--- config.mk ---
export PLATFORM = sky130hd
export DESIGN_NAME = wide_addsub_sequencer_flat
export DESIGN_NICKNAME = d
export VERILOG_FILES = /design/src/rtl/wide_addsub_sequencer_pkg.sv /design/src/rtl/wide_addsub_sequencer_if.sv /design/src/rtl/wide_addsub_sequencer_post_adder_sub.sv /design/src/rtl/wide_addsub_sequencer.sv /design/src/flat_wrapper.sv
export SDC_FILE = /design/constraint.sdc
export NUM_CORES = 1
export LEC_CHECK = 0
export CAP_MARGIN = 20
export CORE_ASPECT_RATIO = 0.5
export CORE_MARGIN = 8
export CORE_UTILIZATION = 30
export DETAILED_ROUTE_END_ITERATION = 6
export GPL_TIMING_DRIVEN = 0
export SYNTH_ARGS = -nofsm -noshare
export SYNTH_HDL_FRONTEND = slang
export SYNTH_SLANG_ARGS = --single-unit
--- constraint.sdc ---
create_clock -name clk -period 6 [get_ports clk]
set_input_delay 0.6 -clock clk [delete_from_list [all_inputs] [get_ports clk]]
set_output_delay 0.6 -clock clk [all_outputs]
set_load 0.1 [all_outputs]
--- src/rtl/wide_addsub_sequencer_pkg.sv ---
// rtl/wide_addsub_sequencer_pkg.sv - shared state and opcode encodings for the wide add/sub sequencer
package wide_addsub_sequencer_pkg;

    typedef enum logic [1:0] {
        ST_IDLE = 2'd0,
        ST_RUN  = 2'd1,
        ST_DONE = 2'd2
    } state_t;

    localparam logic OP_ADD = 1'b0;
    localparam logic OP_SUB = 1'b1;

endpackage

--- src/rtl/wide_addsub_sequencer_if.sv ---
// rtl/wide_addsub_sequencer_if.sv - command and result handshake bundle for the wide add/sub sequencer
interface wide_addsub_sequencer_if #(
    parameter int WIDTH = 18,
    parameter int WORDS = 4
);
    logic                   cmd_valid;
    logic                   cmd_ready;
    logic                   cmd_op;
    logic                   cmd_cin;
    logic [WIDTH*WORDS-1:0] cmd_a;
    logic [WIDTH*WORDS-1:0] cmd_b;
    logic                   res_valid;
    logic                   res_ready;
    logic [WIDTH*WORDS-1:0] res_data;
    logic                   res_cout;

    modport master (
        output cmd_valid, cmd_op, cmd_cin, cmd_a, cmd_b, res_ready,
        input  cmd_ready, res_valid, res_data, res_cout
    );

    modport slave (
        input  cmd_valid, cmd_op, cmd_cin, cmd_a, cmd_b, res_ready,
        output cmd_ready, res_valid, res_data, res_cout
    );
endinterface

--- src/rtl/wide_addsub_sequencer_post_adder_sub.sv ---
// rtl/wide_addsub_sequencer_post_adder_sub.sv - one-word adder/subtractor with carry or borrow in and out
module post_adder_sub
    import wide_addsub_sequencer_pkg::*;
#(
    parameter int WIDTH = 18
) (
    input  logic [WIDTH-1:0] in1,
    input  logic [WIDTH-1:0] in2,
    input  logic             opmode,
    input  logic             cin,
    output logic [WIDTH-1:0] out,
    output logic             cout
);
    logic [WIDTH:0] sum;

    // The extra top bit is the carry for add and goes high on underflow for subtract.
    always_comb begin
        sum = '0;
        if (opmode == OP_SUB) begin
            sum = {1'b0, in1} - {1'b0, in2} - {{WIDTH{1'b0}}, cin};
        end else begin
            sum = {1'b0, in1} + {1'b0, in2} + {{WIDTH{1'b0}}, cin};
        end
    end

    assign out  = sum[WIDTH-1:0];
    assign cout = sum[WIDTH];
endmodule

--- src/rtl/wide_addsub_sequencer.sv ---
// rtl/wide_addsub_sequencer.sv - WORDS x WIDTH add/subtract built from one shared word adder, LSW first
module wide_addsub_sequencer
    import wide_addsub_sequencer_pkg::*;
#(
    parameter int WIDTH = 18,
    parameter int WORDS = 4
) (
    input  logic                       clk,
    input  logic                       rst,
    wide_addsub_sequencer_if.slave     bus,
    output logic                       busy
);
    localparam int               IDX_W    = $clog2(WORDS);
    localparam logic [IDX_W-1:0] IDX_LAST = IDX_W'(WORDS - 1);

    state_t                 state_q;
    state_t                 state_d;
    logic                   cmd_ready_c;
    logic                   res_valid_c;
    logic                   busy_c;

    logic [WIDTH*WORDS-1:0] a_q;
    logic [WIDTH*WORDS-1:0] b_q;
    logic                   op_q;
    logic                   carry_q;
    logic [IDX_W-1:0]       idx_q;
    logic [WIDTH*WORDS-1:0] res_data_q;
    logic                   res_cout_q;

    logic [WIDTH-1:0]       word_out;
    logic                   word_cout;

    post_adder_sub #(.WIDTH(WIDTH)) u_post_adder_sub (
        .in1    (a_q[idx_q*WIDTH +: WIDTH]),
        .in2    (b_q[idx_q*WIDTH +: WIDTH]),
        .opmode (op_q),
        .cin    (carry_q),
        .out    (word_out),
        .cout   (word_cout)
    );

    always_ff @(posedge clk) begin
        if (rst) begin
            state_q <= ST_IDLE;
        end else begin
            state_q <= state_d;
        end
    end

    always_comb begin
        state_d     = state_q;
        cmd_ready_c = 1'b0;
        res_valid_c = 1'b0;
        busy_c      = 1'b0;
        case (state_q)
            ST_IDLE: begin
                cmd_ready_c = 1'b1;
                if (bus.cmd_valid) begin
                    state_d = ST_RUN;
                end
            end
            ST_RUN: begin
                busy_c = 1'b1;
                if (idx_q == IDX_LAST) begin
                    state_d = ST_DONE;
                end
            end
            ST_DONE: begin
                busy_c      = 1'b1;
                res_valid_c = 1'b1;
                if (bus.res_ready) begin
                    state_d = ST_IDLE;
                end
            end
            default: state_d = ST_IDLE;
        endcase
    end

    // Operands are frozen at accept so the producer may change cmd_* freely afterwards.
    always_ff @(posedge clk) begin
        if (rst) begin
            a_q        <= '0;
            b_q        <= '0;
            op_q       <= OP_ADD;
            carry_q    <= 1'b0;
            idx_q      <= '0;
            res_data_q <= '0;
            res_cout_q <= 1'b0;
        end else begin
            case (state_q)
                ST_IDLE: begin
                    if (bus.cmd_valid) begin
                        a_q        <= bus.cmd_a;
                        b_q        <= bus.cmd_b;
                        op_q       <= bus.cmd_op;
                        carry_q    <= bus.cmd_cin;
                        idx_q      <= '0;
                        res_data_q <= '0;
                    end
                end
                ST_RUN: begin
                    res_data_q[idx_q*WIDTH +: WIDTH] <= word_out;
                    carry_q                          <= word_cout;
                    idx_q                            <= idx_q + IDX_W'(1);
                    if (idx_q == IDX_LAST) begin
                        res_cout_q <= word_cout;
                    end
                end
                default: ;
            endcase
        end
    end

    assign bus.cmd_ready = cmd_ready_c;
    assign bus.res_valid = res_valid_c;
    assign bus.res_data  = res_data_q;
    assign bus.res_cout  = res_cout_q;
    assign busy          = busy_c;
endmodule

--- src/flat_wrapper.sv ---
// flat-port wrapper written by rule: the top's interface ports become plain ports
module wide_addsub_sequencer_flat import wide_addsub_sequencer_pkg::*;
#(
    parameter int WIDTH = 18,
    parameter int WORDS = 4
)
  (clk, rst, busy, bus_cmd_valid, bus_cmd_op, bus_cmd_cin, bus_cmd_a, bus_cmd_b, bus_res_ready, bus_cmd_ready, bus_res_valid, bus_res_data, bus_res_cout);
  wide_addsub_sequencer_if #(.WIDTH(WIDTH), .WORDS(WORDS)) bus_i ();
  input  logic clk;
  input  logic rst;
  output logic busy;
  input wire logic [$bits(bus_i.cmd_valid)-1:0] bus_cmd_valid;
  input wire logic [$bits(bus_i.cmd_op)-1:0] bus_cmd_op;
  input wire logic [$bits(bus_i.cmd_cin)-1:0] bus_cmd_cin;
  input wire logic [$bits(bus_i.cmd_a)-1:0] bus_cmd_a;
  input wire logic [$bits(bus_i.cmd_b)-1:0] bus_cmd_b;
  input wire logic [$bits(bus_i.res_ready)-1:0] bus_res_ready;
  output wire logic [$bits(bus_i.cmd_ready)-1:0] bus_cmd_ready;
  output wire logic [$bits(bus_i.res_valid)-1:0] bus_res_valid;
  output wire logic [$bits(bus_i.res_data)-1:0] bus_res_data;
  output wire logic [$bits(bus_i.res_cout)-1:0] bus_res_cout;
  assign bus_i.cmd_valid = bus_cmd_valid;
  assign bus_i.cmd_op = bus_cmd_op;
  assign bus_i.cmd_cin = bus_cmd_cin;
  assign bus_i.cmd_a = bus_cmd_a;
  assign bus_i.cmd_b = bus_cmd_b;
  assign bus_i.res_ready = bus_res_ready;
  assign bus_cmd_ready = bus_i.cmd_ready;
  assign bus_res_valid = bus_i.res_valid;
  assign bus_res_data = bus_i.res_data;
  assign bus_res_cout = bus_i.res_cout;
  wide_addsub_sequencer #(.WIDTH(WIDTH), .WORDS(WORDS)) u_core (.clk(clk), .rst(rst), .bus(bus_i), .busy(busy));
endmodule
# After elaboration in Yosys (flattened, before gate mapping)

Cells that the tools add are included.

Register bits after elaboration: 223
Output and inout port bits: 76

Add/sub/neg operators: 6
Multipliers: 1
Equality and inequality tests: 6
Shift operators: 4
Muxes and demuxes: 15
Reductions and logical operators: 7

Operators with widths:

| operator                                                | count |
|---|---|
| case mux 72 bit (2 select lines)                        | 1 |
| indexed part select 72 x 8 -> 18 bit                    | 2 |
| bitwise mux 72 bit                                      | 1 |
| 2-to-1 mux 72 bit                                       | 1 |
| variable shift 18 x 34 -> 72 bit (first input constant) | 1 |
| indexed part select 18 x 34 -> 72 bit                   | 1 |
| negator 7 -> 34 bit                                     | 1 |
| adder 18 x 18 -> 19 bit                                 | 1 |
| adder 19 x 1 -> 19 bit                                  | 1 |
| 2-to-1 mux 19 bit                                       | 1 |
| subtractor 18 x 18 -> 19 bit                            | 1 |
| subtractor 19 x 1 -> 19 bit                             | 1 |
| 2-to-1 mux 2 bit                                        | 4 |
| multiplier 2 x 4 -> 6 bit (second input constant)       | 1 |
| case mux 2 bit (3 select lines)                         | 1 |
| AND reduction 2 bit                                     | 3 |
| == test 2 bit (second input constant)                   | 2 |
| 2-to-1 mux 1 bit                                        | 4 |
| inequality test 2 bit (second input constant)           | 2 |
| case mux 2 bit (2 select lines)                         | 1 |
| AND reduction 3 bit                                     | 1 |
| adder 2 x 1 -> 2 bit (second input constant)            | 1 |
| == test 2 x 1 -> 1 bit (second input constant)          | 1 |
| zero test 2 bit                                         | 1 |
| 4 further kinds                                         | 4 |

# Longest topological paths before layout

Gate-level depths: netlist of the first run.

Depth after elaboration: 8
Depth in mapped cells: 19
Gate-level depth less buffers: 13

# By module

A second synthesis of the first run with hierarchy kept.

Cell total of the unflattened synthesis: 1,453
Area total of the unflattened synthesis: 12,155.4 um^2

By module, submodules not included:

| module                | instances | cells an instance | area an instance (um^2) | seq. area each (um^2) |
|---|---|---|---|---|
| wide_addsub_sequencer | 1         | 1,136             | 9,912.0                 | 4,464.3 |
| post_adder_sub        | 1         | 317               | 2,243.4                 | 0.0 |

# Worst setup path before layout of the first run

OpenSTA, ideal clock, no wires.

Path kind: register to register
From: register u_core.idx_q[0]
To: register u_core.res_data_q[6], in the netlist u_core.bus.res_data[6]
Arrival time: 5.454 ns
Path slack: 0.424 ns
Cell stages (with the launch flop): 17
Path buffers: 4
Period minus slack after synthesis: 5.576 ns
Cell sequence: dfxtp_1 -> clkbuf_1 -> clkbuf_1 -> buf_1 -> buf_1 -> mux4_2 -> ha_1 -> inv_1 -> ha_1 -> o211ai_1 -> o211ai_2 -> a21boi_1 -> mux2_2 -> o31a_1 -> a2111o_1 -> and2_1 -> a221o_1

Word-level cells in the longest chain between the ends: 8
Elaborated cells between the ends (all ways): 13
Classes of those cells: add/sub (5); mul (1); shift (4); mux (3)

RTL lines:

| what                                                                           | line                                                                                   | source |
|---|---|---|
| start, declared                                                                | wide_addsub_sequencer.sv:26                                                            | `logic [IDX_W-1:0] idx_q;` |
| start signal, assigned                                                         | wide_addsub_sequencer.sv:104                                                           | `idx_q <= idx_q + IDX_W'(1);` |
| multiplier 2 x 4 -> 6 bit *                                                    | wide_addsub_sequencer.sv:34, wide_addsub_sequencer.sv:35, wide_addsub_sequencer.sv:102 |  |
| indexed part select 72 x 8 -> 18 bit (on tied branches)                        | wide_addsub_sequencer.sv:34, wide_addsub_sequencer.sv:35                               |  |
| adder 18 x 18 -> 19 bit / subtractor 18 x 18 -> 19 bit (equally long branches) | wide_addsub_sequencer_post_adder_sub.sv:22, wide_addsub_sequencer_post_adder_sub.sv:20 |  |
| adder 19 x 1 -> 19 bit / subtractor 19 x 1 -> 19 bit (equally long branches)   | wide_addsub_sequencer_post_adder_sub.sv:22, wide_addsub_sequencer_post_adder_sub.sv:20 |  |
| 2-to-1 mux 19 bit                                                              | wide_addsub_sequencer_post_adder_sub.sv:19                                             | `if (opmode == OP_SUB) begin` |
| indexed part select 18 x 34 -> 72 bit                                          | wide_addsub_sequencer.sv:102                                                           | `res_data_q[idx_q*WIDTH +: WIDTH] <= word_out;` |
| bitwise mux 72 bit *                                                           | wide_addsub_sequencer.sv:102                                                           |  |
| case mux 72 bit (2 select lines) *                                             | wide_addsub_sequencer.sv:90                                                            | `case (state_q)` |
| end signal, assigned by index                                                  | wide_addsub_sequencer.sv:102                                                           |  |
| end, declared                                                                  | wide_addsub_sequencer.sv:27                                                            | `logic [WIDTH*WORDS-1:0] res_data_q;` |

Mark *: on every way between the ends. The rest lies on a longest branch, timed or not.
A chain may end at the register's enable or synchronous reset.

# Worst setup path in the final report of the first run

Ends and elaborated chain as after synthesis.

==> metrics.txt, run 1 <==
synthesized flop and latch total 223; relative slew slack 26.13%; CTS tree done; largest net degree at the start of global routing 16; # DRC 0; die footprint 49480 um^2; Post-Syn Nets 1801; chip width 306.7 um; clk_lat worst skew 0.55 ns; placed inst area 15650 um^2; Place WS -1.474 ns; vias in the first global route 12570; drt initial violations 1029; count of cell types in the netlist 80; outcome complete, no violations; leading register cell type out of synthesis dfxtp_1; Startpoint Class flip-flop; first-pass GRT wire length 79460 um; Yosys warnings 0; sequential share of the synthesized area 35.23%; via count 13060; total of max-cap violations 0; initial antenna violation count 0; Reg clk slew, reported paths 0.07 ns; Starting Density 30.29%; Area growth syn-to-layout 30.75%; Syn Area/Cell 7.981 um^2; Clock Path Buffers 3; post-layout util 39.60%; critical path class reg2reg; filler instances 4298; Synth Cell Area 12670 um^2; fmax 171.0 MHz; ys async rst share 0%; Syn Inst Count 1588; Crit Path Max Fanout 10; synth top area cells dfxtp_1 (35%), nand2_1 (11%), a21oi_1 (8.0%); H-tree depth 1; Post-synth EDFFs 0; DP HPWL 41900 um; CTS hold repair buffers 0; Fin Hold WS 0.4468 ns; Setup violations, final 0; nets@finish 2059; clock net sink count 223; post-route cell area 16570 um^2; IO Pins 226; worst ir drop on vdd 0.1935 mV; Worst Tran Pin Value 1.101 ns; gpl congestion 0.9586; CTS root buf clkbuf_16; ant diodes 0; gr ovfl total 0; CP Capture Type flip-flop; proportion of netlist area held by the largest area contributor 35.23%; overall power 5.018 mW; Final Worst Setup Slack 0.1537 ns; GRT Util Overall 20.60%; Static Leak 6.101 nW; fin cells 2439; layout cell share with drive strength beyond 1 7.519%; Die Ht 161.3 um; placed insts 2390; unrepaired setup endpoints after global routing false; routed len/inst 21.94 um; Worst Path Required 6.42 ns; DRT antenna net count 0; Setup TNS 0 ns; CORE AREA 41840 um^2; Layout Skew 0.01885 ns; Via-to-Cell Ratio 5.355; Final Hold Vio Count 0; cell taking the most area after synthesis dfxtp_1; WL final 53520 um; Pwr Density 302.8 nW/um^2; Tcrit/Tclk final 97.44%; port buffer count 225; Worst EP arrival 6.26 ns; total CTS buffers 23; HP Class reg2reg; Final Slew Violations 0; DRT Pass-1 Iters 6; fin crit period 5.846 ns; row count 53
-- where the power goes --
group	leakage (nW)	switching [mW]	internal, mW
logic	3.90	1.25	0.664
clock network	0.375	0.654	0.831
registers	1.82	0.0524	1.57
total	6.10	1.95	3.07
-- cells in the final DEF (no fill, tap or decap), drive strengths merged, types with 10 or more instances in the layout --
cell type | netlist | routed
a22o | 11 | 11
a31oi | 13 | 13
and3 | 11 | 11
and2 | 15 | 15
a211oi | 18 | 18
mux4 | 38 | 38
nor4 | 10 | 10
buf | 19 | 28
o31ai | 16 | 16
mux2i | 14 | 14
clkbuf | 86 | 112
o211ai | 19 | 19
nor2b | 12 | 12
nand2 | 383 | 383
o22ai | 10 | 10
nand3 | 29 | 29
nor2 | 80 | 80
inv | 73 | 75
o21ai | 33 | 33
ha | 59 | 59
dfxtp | 223 | 223
xnor2 | 13 | 13
clkdlybuf4s50 | 0 | 225
a22oi | 29 | 29
a21o | 10 | 10
nand4 | 19 | 19
nor3 | 25 | 25
a21oi | 203 | 203
-- sequential cells by signal (all words and copies together) (netlist names) --
name	count
u_core.bus.res_cout	1
u_core.state_q	2
u_core.b_q	72
u_core.bus.res_data	72
u_core.a_q	72
u_core.idx_q	2
u_core.carry_q	1
u_core.op_q	1
-- Yosys cell counts (4+ instances only) --
cell      instances
nor4_1            9
mux2i_1          14
and3_1           11
o21ai_0          19
a32o_1            7
clkbuf_1         86
o22ai_1          10
a21o_1           10
a21oi_1         203
o31ai_1          16
a31oi_1          11
o211ai_1         18
mux4_2           38
fa_1              4
buf_1            15
inv_1            73
or3_1             4
nor2_1           80
a32oi_1           7
ha_1             59
xor2_1            4
xnor2_1          13
dfxtp_1         223
nand2_1         383
nand2b_1          6
and2_1           15
a211oi_1         15
o21a_1            7
o21ai_1          14
o31a_1            8
mux2_2            7
a221o_1           4
nor3_1           24
a22o_1           11
a22oi_1          29
nand4_1          19
nor2b_1          12
nand3_1          29
-- cell families after synthesis --
| family | Yosys count | synth area share [%] |
|---|---|---|
| AO/OA/AOI/OAI | 435 | 22.25 |
| XOR/XNOR | 17 | 1.175 |
| adder cells (fa/ha/maj) | 63 | 6.457 |
| buffers and inverters | 178 | 5.361 |
| flip-flops | 223 | 35.23 |
| multiplexers | 60 | 8.599 |
| AND/OR/NAND/NOR | 612 | 20.93 |
-- path summary, 6_finish.rpt --
check / slack [ns] / from / cells past startpoint / to
setup / recovery: 0.15 / u_core.idx_q[0] / 16 / u_core.bus.res_data[6]
hold / removal: 0.45 / u_core.bus.res_data[68] / 2 / u_core.bus.res_data[68]
setup reg to reg: 0.15 / u_core.idx_q[0] / 16 / u_core.bus.res_data[6]
hold reg to reg: 0.45 / u_core.bus.res_data[68] / 2 / u_core.bus.res_data[68]
-- metal layers --
layer	vias to the layer above	global-route usage [%]	part of all wire [%]
met5	-	0	0
met4	0	4.385	2.2
met3	75	3.227	6.6
met2	496	34.86	47
met1	6323	27.61	44
li1	6166	-	-
-- critical path, stage by stage, from the launching register on --
cell and delay, ns:
dfxtp_2 0.49, clkbuf_2 0.28, clkbuf_2 0.27, buf_4 0.29
buf_4 0.31, mux4_2 0.59, ha_2 0.46, inv_1 0.14
ha_1 0.32, clkbuf_1 0.22, a21oi_1 0.30, a21boi_4 0.32
mux2_2 0.37, o31a_1 0.26, a2111o_1 0.48, and2_1 0.26
a221o_1 0.35
-- timing repair --
item / 4_1_cts / 5_1_grt
endpoints found under the setup margin: 74 / 45
pin swaps: 1 / 2
resized for setup: 28 / 14
setup buffers: 4 / 3
-- area by class of cell --
type	count	area [um^2]	share of cell area [%]
multi-input cells	1187	7594	45.82
repair buffers	234	2327	14.04
clock inverters	14	136.4	0.8230
plain buffers	104	431.7	2.605
clock buffers	27	620.6	3.745
well taps	577	721.9	4.357
inverters	73	274.0	1.654
flip-flops and latches	223	4466	26.95
(Power assumes the default switching activity.)
==> inputs of run 2 (changes only) <==
--- a/config.mk
+++ b/config.mk
@@ -9,6 +9,7 @@
 export CORE_ASPECT_RATIO = 0.5
 export CORE_MARGIN = 8
 export CORE_UTILIZATION = 30
+export CTS_CLUSTER_DIAMETER = 80
 export DETAILED_ROUTE_END_ITERATION = 6
 export GPL_TIMING_DRIVEN = 0
 export SYNTH_ARGS = -nofsm -noshare
==> metrics.txt, run 2 (same netlist as run 1, synthesis figures left out) <==
outcome complete, no violations; port buffer count 225; fmax 172.9 MHz; CTS hold repair buffers 0; # DRC 0; Worst EP arrival 6.20 ns; Top Usage Layer GRT met2; relative slew slack 19.56%; Area growth syn-to-layout 31.34%; Setup violations, final 0; critical path class reg2reg; FF-to-FF Start u_core.idx_q[0]; gpl congestion 0.9586; drt initial violations 1072; largest net degree at the start of global routing 16; HP Start u_core.bus.res_data[68]; hold-critical path depth 2; clk_lat worst skew 0.55 ns; placed insts 2390; ant diodes 0; most frequent cells in the layout nand2_1 (383), clkdlybuf4s50_1 (225), dfxtp_1 (222), a21oi_1 (200), nor2_1 (80); Die Ht 161.3 um; Place WS -1.474 ns; row count 53; Worst Hold Path EP u_core.bus.res_data[68]; gr ovfl total 0; CP Capture Type flip-flop; fin crit period 5.784 ns; layout cell share with drive strength beyond 1 7.783%; CTS root buf clkbuf_16; total of max-cap violations 0; Final Hold Vio Count 0; Static Leak 6.122 nW; met1 usage 27.53%; Layout Skew 0.02612 ns; IO Pins 226; Reg clk slew, reported paths 0.07 ns; met3 GRT Util 3.319%; Startpoint Class flip-flop; GRT Util Overall 20.55%; DP HPWL 41900 um; overall power 5.085 mW; most common cell after layout, fill and taps aside nand2_1; flop2flop setup slack 0.22 ns; unrepaired setup endpoints after global routing false; DRT antenna net count 0; met2 Track Usage GR 34.73%; H-tree depth 1; Worst Tran Pin Value 1.199 ns; Crit Path Max Fanout 10; total CTS buffers 24; worst ir drop on vdd 0.1933 mV; Via-to-Cell Ratio 5.349; Reg2Reg Depth 20; CTS tree done; die footprint 49480 um^2; initial antenna violation count 0; Tcrit/Tclk final 96.40%; nets@finish 2058; fin cells 2440; Clock Path Buffers 3; WL final 53370 um; first-pass GRT wire length 79350 um; CORE AREA 41840 um^2; DRT Pass-1 Iters 5; routed len/inst 21.87 um; HP Class reg2reg; Final Slew Violations 0; Worst Path Required 6.42 ns; chip width 306.7 um; Worst R2R End u_core.bus.res_data[34]; Starting Density 30.29%; via count 13050; clock net sink count 223; Pwr Density 305.5 nW/um^2; vias in the first global route 12550; Final Worst Setup Slack 0.2162 ns
run 2: cell types whose count changed in the layout (fill, tap and decap cells not counted), sizes merged:
cell	change
clkinvlp	+1
clkbuf	+1
buf	-1
run 2: worst max-delay path by stage:
| stage | from | end | slack, ns |
|---|---|---|---|
| final | u_core.idx_q[0] | u_core.bus.res_data[34] | 0.22 |
| after global routing | u_core.idx_q[0] | u_core.bus.res_data[16] | 0.02 |
| after CTS | u_core.idx_q[0] | u_core.bus.res_data[6] | 0.02 |
| after detailed placement | u_core.idx_q[0] | u_core.bus.res_data[14] | -1.47 |
| after global placement | u_core.idx_q[0] | u_core.bus.res_data[14] | -1.45 |
| after floorplan | u_core.idx_q[0] | u_core.bus.res_data[6] | 0.42 |
run 2: power by group:
| group | switching (mW) | internal, mW | total, mW |
|---|---|---|---|
| combinational | 1.25 | 0.670 | 1.92 |
| sequential | 0.0519 | 1.57 | 1.62 |
| clock | 0.665 | 0.880 | 1.54 |
| total | 1.96 | 3.12 | 5.09 |
run 2: cell type report:
type,instances,area (um^2)
clock buffers,29,659.4
plain buffers,102,424.2
multi-input cells,1187,7615
inverters,73,274.0
well taps,577,721.9
fillers,4289,25200
repair buffers,234,2327
clock inverters,15,157.7
flip-flops and latches,223,4466
run 2: metrics by stage:
stage	TNS, ns	area, um^2	utilization [%]	hold WS (ns)
4_1_cts	0	16540	39.52	0.4538
2_1_floorplan	0	12670	-	0.4331
6_report	0	16640	39.78	0.4467
3_3_place_gp	-81.16	15650	37.40	0.4370
5_1_grt	0	16640	39.78	0.4660
3_5_place_dp	-78.02	15650	37.40	0.4446
run 2: repair_timing:
action,CTS,global route
setup buffers,4,3
gates resized for setup,28,16
pin swaps,1,2
setup endpoints to repair,74,44
endpoints found under the hold margin,0,0
run 2: metal layers:
layer / part of all wire, % / up-vias / wire (um)
li1: - / 6170 / -
met1: 44 / 6338 / 23480
met2: 47 / 481 / 25300
met3: 6.6 / 63 / 3510
met4: 2.0 / 0 / 1080
met5: 0 / - / 0
run 2: critical path, stage by stage, from the launching register on:
cell,delay (ns)
dfxtp_2,0.47
clkbuf_2,0.27
clkbuf_2,0.27
buf_2,0.30
buf_4,0.34
mux4_2,0.60
ha_1,0.30
clkbuf_1,0.36
inv_1,0.16
ha_1,0.31
clkbuf_1,0.22
and3_1,0.22
a221o_1,0.35
a21oi_1,0.14
o31ai_1,0.12
xnor2_1,0.41
o211ai_1,0.17
buf_4,0.19
buf_4,0.14
a21oi_1,0.22
o31ai_1,0.12
==> inputs of run 3 (changes only) <==
==> constraint.sdc (replaced) <==
create_clock -name clk -period 7 [get_ports clk]
set_input_delay 0.7 -clock clk [delete_from_list [all_inputs] [get_ports clk]]
set_output_delay 0.7 -clock clk [all_outputs]
set_load 0.1 [all_outputs]
==> metrics.txt, run 3 (same netlist as run 1, synthesis figures left out) <==
most common cell after layout, fill and taps aside nand2_1; DP HPWL 41900 um; Reg2Reg Depth 16; Clock Path Buffers 3; first-pass GRT wire length 79290 um; post-layout util 39.52%; gr ovfl total 0; critical path class reg2reg; port buffer count 225; unrepaired setup endpoints after global routing false; routed len/inst 21.87 um; clk_lat worst skew 0.55 ns; FF-to-FF Start u_core.idx_q[0]; most frequent cells in the layout nand2_1 (383), clkdlybuf4s50_1 (225), dfxtp_1 (223), a21oi_1 (202), clkbuf_1 (86); IO Pins 226; Reg clk slew, reported paths 0.07 ns; nets@finish 2058; Final Hold Vio Count 0; Worst Path Required 7.42 ns; row count 53; Worst Tran Pin Value 1.087 ns; drt initial violations 1122; filler instances 4306; Buf+Inv Stages, Crit Path 5; vias in the first global route 12570; Crit Path Max Fanout 10; Worst EP arrival 7.21 ns; worst ir drop on vdd 0.1659 mV; Tcrit/Tclk final 97.01%; DRT Pass-1 Iters 6; layout cell share with drive strength beyond 1 6.763%; gpl congestion 0.9586; GRT Util Overall 20.56%; ant diodes 0; CORE AREA 41840 um^2; # DRC 0; H-tree depth 1; fmax 147.3 MHz; max incr delay on CP 0.66 ns; Startpoint Class flip-flop; DRT antenna net count 0; Die Ht 161.3 um; Max stage delay cell, worst path mux4_2; Starting Density 30.29%; flop2flop setup slack 0.21 ns; cell family with most CP delay buffers and inverters; Final Slew Violations 0; Pwr Density 260.7 nW/um^2; HP Class reg2reg; hold-critical path depth 2; total of max-cap violations 0; Setup violations, final 0; placed inst area 15650 um^2; CTS tree done; clock net sink count 223; overall power 4.310 mW; crit-path cells clkbuf_1 -> clkbuf_1 -> buf_2 -> buf_2 -> mux4_2 -> fa_1 -> inv_1 -> fa_1 -> nor3_1 -> o31a_1 -> nor3_1 -> mux2i_1 -> a211oi_1 -> nand2_1 -> and2_1 -> a221o_1; Via-to-Cell Ratio 5.287; post-route cell area 16530 um^2; Static Leak 6.068 nW; Fin Hold WS 0.4465 ns; WL final 53370 um; CP Capture Type flip-flop; outcome complete, no violations; Worst R2R End u_core.bus.res_data[6]; CTS root buf clkbuf_16; Layout Skew 0.02519 ns; initial antenna violation count 0; Worst Hold Path EP u_core.bus.res_data[68]; total CTS buffers 24; fin crit period 6.791 ns; HP Start u_core.bus.res_data[68]; relative slew slack 27.11%; die footprint 49480 um^2; Area growth syn-to-layout 30.47%; via count 12900; largest net degree at the start of global routing 16; Setup TNS 0 ns; chip width 306.7 um
==> run 3: cell count changes in the layout (fill, tap and decap cells not counted), sizes merged <==
cell,delta
buf,-4
clkbuf,+4
==> run 3: power breakdown <==
| group | switching [mW] | internal, mW | total (mW) |
|---|---|---|---|
| clock | 0.570 | 0.754 | 1.32 |
| sequential | 0.0447 | 1.35 | 1.39 |
| combinational | 1.05 | 0.541 | 1.60 |
==> run 3: repair_timing <==
item,CTS,global route
endpoints found under the setup margin,51,46
gates resized for setup,8,13
setup buffers,4,0
pin swaps,1,0
hold buffers,0,0
==> run 3: worst max path at each step <==
stage	slack (ns)	to	cells past startpoint	start
finish	0.21	u_core.bus.res_data[6]	16	u_core.idx_q[0]
global route	0.01	u_core.bus.res_data[6]	18	u_core.idx_q[0]
CTS	0.13	u_core.bus.res_data[6]	18	u_core.idx_q[0]
detailed placement	-0.47	u_core.bus.res_data[14]	18	u_core.idx_q[0]
global placement	-0.45	u_core.bus.res_data[14]	16	u_core.idx_q[0]
floorplan	1.42	u_core.bus.res_data[6]	16	u_core.idx_q[0]
==> run 3: worst reg2reg max path, cell delays in order (launching register included) <==
cell	delay [ns]
dfxtp_1	0.60
clkbuf_1	0.40
clkbuf_1	0.41
buf_2	0.43
buf_2	0.48
mux4_2	0.66
fa_1	0.49
inv_1	0.10
fa_1	0.25
nor3_1	0.10
o31a_1	0.38
nor3_1	0.54
mux2i_1	0.19
a211oi_1	0.63
nand2_1	0.36
and2_1	0.32
a221o_1	0.35
==> run 3: per-layer routing <==
metal,vias to the layer above,track usage (%),routed length [um]
li1,6157,-,-
met1,6226,27.54,23520
met2,450,34.68,25150
met3,67,3.358,3565
met4,0,4.406,1140
met5,-,0,0
==> run 3: metrics by stage <==
step                setup WS (ns)  cells
floorplan                   1.424   1588
global placement          -0.4522   2390
detailed placement        -0.4736   2390
CTS                        0.1262   2438
global route              0.01458   2440
finish                     0.2091   2440
==> run 3: layout make-up <==
cell class	count	area [um^2]	share of cell area, %
Tap cell	577	721.9	4.366
Multi-Input combinational cell	1187	7548	45.65
Buffer	105	416.7	2.520
Clock inverter	15	157.7	0.9535
Clock buffer	29	659.4	3.988
Timing Repair Buffer	231	2292	13.86
Inverter	73	274.0	1.657
Sequential cell	223	4464	27.00
